$ cat config.mk
export PLATFORM = sky130hd
export DESIGN_NAME = sar_adc_seq
export DESIGN_NICKNAME = d
export VERILOG_FILES = /design/src/rtl/sar_adc_seq_pkg.sv /design/src/rtl/sar_adc_seq_ch_pick.sv /design/src/rtl/sar_adc_seq.sv
export SDC_FILE = /design/constraint.sdc
export NUM_CORES = 1
export LEC_CHECK = 0
export BUFFER_PORTS_ARGS = -buffer_cell sky130_fd_sc_hd__buf_2
export CAP_MARGIN = 20
export CORE_UTILIZATION = 48
export CTS_CLUSTER_SIZE = 8
export DETAILED_ROUTE_END_ITERATION = 12
export HOLD_SLACK_MARGIN = 0.06
export PLACE_DENSITY = 0.75
export SETUP_SLACK_MARGIN = 0.4
export SYNTH_ARGS = -nofsm -noshare
export SYNTH_HDL_FRONTEND = slang
export SYNTH_SLANG_ARGS = --single-unit
$ cat constraint.sdc
create_clock -name clk_i -period 1.9 [get_ports clk_i]
set_input_delay 0.095 -clock clk_i [delete_from_list [all_inputs] [get_ports clk_i]]
set_output_delay 0.095 -clock clk_i [all_outputs]
set_load 0.01 [all_outputs]
$ cat src/rtl/sar_adc_seq_pkg.sv
// Shared types and helpers for the multi-channel SAR ADC sequencer.
// Channel-search helpers work on a fixed 64-bit mask, so up to 32 channels are supported.
package sar_adc_seq_pkg;

    typedef enum logic [1:0] {
        IDLE    = 2'd0,
        SAMPLE  = 2'd1,
        CONVERT = 2'd2,
        DONE    = 2'd3
    } state_t;

    localparam int PICK_MAX_W = 64;
    localparam int PICK_IDX_W = 6;

    typedef struct packed {
        logic                  found;
        logic [PICK_IDX_W-1:0] idx;
    } pick_t;

    function automatic int ch_w(input int n);
        return (n <= 2) ? 1 : $clog2(n);
    endfunction

    // Lowest set bit strictly above idx.
    function automatic pick_t lowest_above(input logic [PICK_MAX_W-1:0] mask, input int idx);
        pick_t r;
        r.found = 1'b0;
        r.idx   = '0;
        for (int i = PICK_MAX_W - 1; i >= 0; i--) begin
            if (mask[i] && (i > idx)) begin
                r.found = 1'b1;
                r.idx   = PICK_IDX_W'(i);
            end
        end
        return r;
    endfunction

endpackage

$ cat src/rtl/sar_adc_seq_ch_pick.sv
// Next-channel finder: searches {new mask, current mask} above the current channel, so one
// lookup covers both "next channel of this scan" and "first channel of a restarted scan".
module sar_ch_pick
    import sar_adc_seq_pkg::*;
#(
    parameter int NUM_CHANNELS = 4,
    parameter int CH_W         = ch_w(NUM_CHANNELS)
) (
    input  logic [NUM_CHANNELS-1:0] i_mask_cur,
    input  logic [NUM_CHANNELS-1:0] i_mask_new,
    input  logic [CH_W-1:0]         i_cur,
    output logic                    o_found,
    output logic                    o_wrap,
    output logic [CH_W-1:0]         o_ch
);

    logic [PICK_MAX_W-1:0] w_ext;
    pick_t                 w_pick;
    logic [PICK_IDX_W-1:0] w_idx_adj;

    always_comb begin
        w_ext = '0;
        w_ext[2*NUM_CHANNELS-1:0] = {i_mask_new, i_mask_cur};
        w_pick = lowest_above(w_ext, int'(i_cur));
        o_found = w_pick.found;
        o_wrap  = (w_pick.idx >= PICK_IDX_W'(NUM_CHANNELS));
        w_idx_adj = o_wrap ? (w_pick.idx - PICK_IDX_W'(NUM_CHANNELS)) : w_pick.idx;
        o_ch = CH_W'(w_idx_adj);
    end

endmodule

$ cat src/rtl/sar_adc_seq.sv
// Multi-channel SAR ADC sequencer with valid/ready result delivery and overrun flag.
// Optional comparator consistency check: define SAR_ADC_SEQ_COMP_CHECK_EN.
//   state   | meaning
//   IDLE    | waiting for start_i with a non-zero mask
//   SAMPLE  | sample switch closed on ch_sel_o for SAMPLE_CYCLES cycles
//   CONVERT | one bit decided per cycle, MSB first
//   DONE    | result loaded, pick next channel / restart / stop
module sar_adc_seq
    import sar_adc_seq_pkg::*;
#(
    parameter int RESOLUTION    = 8,
    parameter int NUM_CHANNELS  = 4,
    parameter int SAMPLE_CYCLES = 2,
    parameter int CH_W          = ch_w(NUM_CHANNELS)
) (
    input  logic                    clk_i,
    input  logic                    rst_ni,
    input  logic                    start_i,
    input  logic                    cont_i,
    input  logic [NUM_CHANNELS-1:0] ch_mask_i,
    input  logic                    comp_p_i,
    input  logic                    comp_n_i,
    output logic                    sample_o,
    output logic [CH_W-1:0]         ch_sel_o,
    output logic [RESOLUTION-1:0]   dac_p_o,
    output logic [RESOLUTION-1:0]   dac_n_o,
    output logic                    busy_o,
    output logic                    valid_o,
    input  logic                    ready_i,
    output logic [RESOLUTION-1:0]   result_o,
    output logic [CH_W-1:0]         result_ch_o,
    output logic                    overrun_o,
    output logic                    comp_err_o
);

    localparam int BIT_W = $clog2(RESOLUTION);
    localparam int CNT_W = (SAMPLE_CYCLES <= 1) ? 1 : $clog2(SAMPLE_CYCLES);

    state_t                  r_state;
    logic [NUM_CHANNELS-1:0] r_mask;
    logic [CH_W-1:0]         r_ch;
    logic [CNT_W-1:0]        r_cnt;
    logic [BIT_W-1:0]        r_bit;
    logic [RESOLUTION-1:0]   r_dac;
    logic                    r_sample;
    logic [RESOLUTION-1:0]   r_result;
    logic [CH_W-1:0]         r_result_ch;
    logic                    r_valid;
    logic                    r_overrun;
    logic                    r_comp_err;

    logic                    w_restart;
    logic [NUM_CHANNELS-1:0] w_pick_cur;
    logic [NUM_CHANNELS-1:0] w_pick_new;
    logic                    w_found;
    logic                    w_wrap;
    logic [CH_W-1:0]         w_pick_ch;
    logic                    w_decision;
    logic                    w_invalid;

`ifdef SAR_ADC_SEQ_COMP_CHECK_EN
    assign w_invalid  = (comp_p_i == comp_n_i);
    assign w_decision = comp_p_i & ~w_invalid;
`else
    logic w_unused_comp_n;
    assign w_unused_comp_n = comp_n_i;
    assign w_invalid  = 1'b0;
    assign w_decision = comp_p_i;
`endif

    assign w_restart  = cont_i | start_i;
    assign w_pick_cur = (r_state == DONE) ? r_mask : '0;
    assign w_pick_new = (((r_state == IDLE) && start_i) || ((r_state == DONE) && w_restart))
                        ? ch_mask_i : '0;

    sar_ch_pick #(
        .NUM_CHANNELS (NUM_CHANNELS),
        .CH_W         (CH_W)
    ) u_pick (
        .i_mask_cur (w_pick_cur),
        .i_mask_new (w_pick_new),
        .i_cur      (r_ch),
        .o_found    (w_found),
        .o_wrap     (w_wrap),
        .o_ch       (w_pick_ch)
    );

    always_ff @(posedge clk_i or negedge rst_ni) begin
        if (!rst_ni) begin
            r_state     <= IDLE;
            r_mask      <= '0;
            r_ch        <= '0;
            r_cnt       <= '0;
            r_bit       <= '0;
            r_dac       <= '0;
            r_sample    <= 1'b0;
            r_result    <= '0;
            r_result_ch <= '0;
            r_valid     <= 1'b0;
            r_overrun   <= 1'b0;
            r_comp_err  <= 1'b0;
        end else begin
            // A DONE load below overrides this, so the new result wins over a transfer.
            if (r_valid && ready_i) begin
                r_valid <= 1'b0;
            end
            case (r_state)
                IDLE: begin
                    if (w_found) begin
                        r_mask     <= ch_mask_i;
                        r_ch       <= w_pick_ch;
                        r_overrun  <= 1'b0;
                        r_comp_err <= 1'b0;
                        r_cnt      <= CNT_W'(SAMPLE_CYCLES - 1);
                        r_sample   <= 1'b1;
                        r_state    <= SAMPLE;
                    end
                end
                SAMPLE: begin
                    if (r_cnt == '0) begin
                        r_sample <= 1'b0;
                        r_dac    <= {1'b1, {(RESOLUTION-1){1'b0}}};
                        r_bit    <= BIT_W'(RESOLUTION - 1);
                        r_state  <= CONVERT;
                    end else begin
                        r_cnt <= r_cnt - CNT_W'(1);
                    end
                end
                CONVERT: begin
                    r_dac[r_bit] <= w_decision;
                    if (w_invalid) begin
                        r_comp_err <= 1'b1;
                    end
                    if (r_bit == '0) begin
                        r_state <= DONE;
                    end else begin
                        r_dac[r_bit - BIT_W'(1)] <= 1'b1;
                        r_bit <= r_bit - BIT_W'(1);
                    end
                end
                DONE: begin
                    r_result    <= r_dac;
                    r_result_ch <= r_ch;
                    r_valid     <= 1'b1;
                    r_dac       <= '0;
                    if (r_valid && !ready_i) begin
                        r_overrun <= 1'b1;
                    end
                    if (w_found) begin
                        if (w_wrap) begin
                            r_mask <= ch_mask_i;
                        end
                        r_ch     <= w_pick_ch;
                        r_cnt    <= CNT_W'(SAMPLE_CYCLES - 1);
                        r_sample <= 1'b1;
                        r_state  <= SAMPLE;
                    end else begin
                        if (w_restart) begin
                            r_mask <= ch_mask_i;
                        end
                        r_state <= IDLE;
                    end
                end
                default: r_state <= IDLE;
            endcase
        end
    end

    assign sample_o    = r_sample;
    assign ch_sel_o    = r_ch;
    assign dac_p_o     = r_dac;
    assign dac_n_o     = ~r_dac;
    assign busy_o      = (r_state != IDLE);
    assign valid_o     = r_valid;
    assign result_o    = r_result;
    assign result_ch_o = r_result_ch;
    assign overrun_o   = r_overrun;
    assign comp_err_o  = r_comp_err;

endmodule
==> metrics.yaml <==
fin_skew_ps: 5.10
place_congestion: 0.825
drc: 0
power_per_cell_area_nw_per_um2: 1880
synthFlopType: "dfrtp_1"
synth_cells: 195
ff_latch_area_um2: 802
cts_sinks: 32
yosysUniqueCellTypes: 47
cts_inserted_buffers: 5
design_area_um2: 2900
setup_tns_ps: 0
clock_latency_ps: 290
ir_drop_uv: 1250
ys_async_sr_fraction_pct: 100
fin_util_pct: 76.9
drt-wirelength-per-cell_um: 16.3
detail-route-antenna-nets: 0
grt_usage_pct: 26.5
grt_pass1_wl_um: 8400
die_w_um: 65.4
clockBufferDepth: 2
root_buffer: "clkbuf_8"
dp_cells: 290
whs_path_depth: 2
fin_crit_ps: 1860
fmax_mhz: 537
grt_pass1_vias: 1789
ys_ff_latch: 32
outcome: "completed"
critPathLaunchType: "flip-flop"
worstPathMaxFanout: 3
postSynthAreaPerCell_um2: 9.90
vias: 1849
core_area_um2: 3770
worst_ep_required_time_ps: 2080
cp-end-kind: "flip-flop"
vias_per_cell: 5.69
tightest_slew_ps: 708
finalHoldViolCount: 0
drtPass1Iterations: 4
place_hpwl_um: 3170
ys.warnings.count: 0
htreeDepth: 2
diodes: 0
drive_above_1_share_pct: 57.8
io_buffers: 41
multiInputGateArea_um2: 1280
rows: 22
io_pins: 44
maxCapViolCount: 0
wl_um: 5310
start_util_pct: 51.2
setup_viol: 0
die_height_um: 65.4
nNetsFinal: 294
fin_cells: 325
pre_cts_ws_ps: 24.4
layout_setup_ws_ps: 37.9
grt_overflow: 0
dpl_cell_area_um2: 2340
path_class: "flip-flop to flip-flop"
total_power_mw: 5.45
whs_ps: 91.0
post-route-period-util_pct: 98.0
syn2layout_area_growth_pct: 50.3
reg2reg_depth: 6
synth_edf_count: 0
syn_area_um2: 1930
drt_iter0_drc: 151
grt_antenna_before_repair: 0
relSlewSlack_pct: 52.8
p_leak_nw: 1.32
ys_seq_area_share_pct: 41.5
min_path_type: "primary input to flip-flop"
crit_arrival_ps: 2040
slew_viol_final: 0
clk_pin_slew_ps: 70
grt_max_degree: 33
dieArea_um2: 4280
rsz0062_at_grt: "true"
cts_tree: "done"
synth_nets: 213
fillers: 238
cells in the mapped netlist (4+ instances only):
master	instances	area, µm²
ha_1	7	87.6
nand2b_1	6	37.5
nand2_1	6	22.5
nor2b_1	4	25.0
a31oi_1	4	25.0
a21oi_1	13	65.1
clkbuf_1	5	18.8
mux2_2	16	180
nor2_1	11	41.3
mux2i_1	4	40.0
o21ai_0	11	55.1
dfrtp_1	32	801
nand3_1	4	20.0
inv_1	19	71.3
report_power, final:
group	internal [mW]	switching, mW
sequential	0.964	0.255
clock	0.289	0.255
combinational	1.89	1.80
kinds of logic after synthesis:
group	after synthesis	synth area share, %
adder cells (fa/ha/maj)	7	4.54
AO/OA/AOI/OAI	63	24.0
other	1	0.194
multiplexers	20	11.4
flip-flops	32	41.5
AND/OR/NAND/NOR	44	12.4
buffers and inverters	28	5.96
registers in the layout (all words and copies together) (netlist names):
name and cells:
result_o 8, overrun_o 1, r_cnt 1, ch_sel_o 2, result_ch_o 2, r_state 2, r_bit 3, valid_o 1
dac_p_o 8, sample_o 1, r_mask 3
area by class of cell:
cell class                 count  share of cell area, %
multi-input combinational    135                   44.2
tap                           48                   2.07
clock inverter                 2                  0.345
clock buffer                   6                   2.85
inverter                      19                   2.93
sequential                    32                   27.6
timing repair buffer          83                   20.0
critical path: stages, from the launching register on:
cell and delay [ps]:
dfrtp_1 410, inv_2 90, ha_4 150, a21oi_4 50, or3_4 400, a211oi_4 290
mux2_2 360
path summary, 6_finish.rpt:
check                           slack [ps]           to         start
worst max-delay path                    40    r_mask[1]    r_state[1]
worst min-delay path                    90    r_mask[2]  ch_mask_i[2]
worst max register to register          40    r_mask[1]    r_state[1]
worst min register to register         500  result_o[3]   result_o[3]
max in group asynchronous             1020     r_bit[2]        rst_ni
min in group asynchronous              390   dac_p_o[4]        rst_ni
per-layer routing:
layer	global-route usage, %	wire length (µm)	up-vias	share of wire, %
met2	47.4	2970	55	56
met4	10.9	93	0	1.8
met5	0	0	-	0
met1	29.9	2040	912	39
met3	6.08	195	9	3.7
li1	-	-	873	-
what timing repair did:
action | in CTS | in global routing
endpoints found under the hold margin | 32 | 0
setup buffers | 13 | 12
gates cloned | 1 | 0
resized for setup | 33 | 38
endpoints found under the setup margin | 30 | 32
hold buffers | 1 | 0
pin swaps | 10 | 12
layout by cell type, fill, tap and decap left out, types with 6 or more instances in the layout:
cell type  Yosys  layout
o21ai_2        0       6
buf_2          2      41
a21oi_1       13       6
clkbuf_8       0       6
inv_1         19      14
mux2_2        16      16
nor2_1        11       8
dfrtp_1       32      31
buf_6          0      12
buf_4          2      28
(Power assumes the default switching activity.)
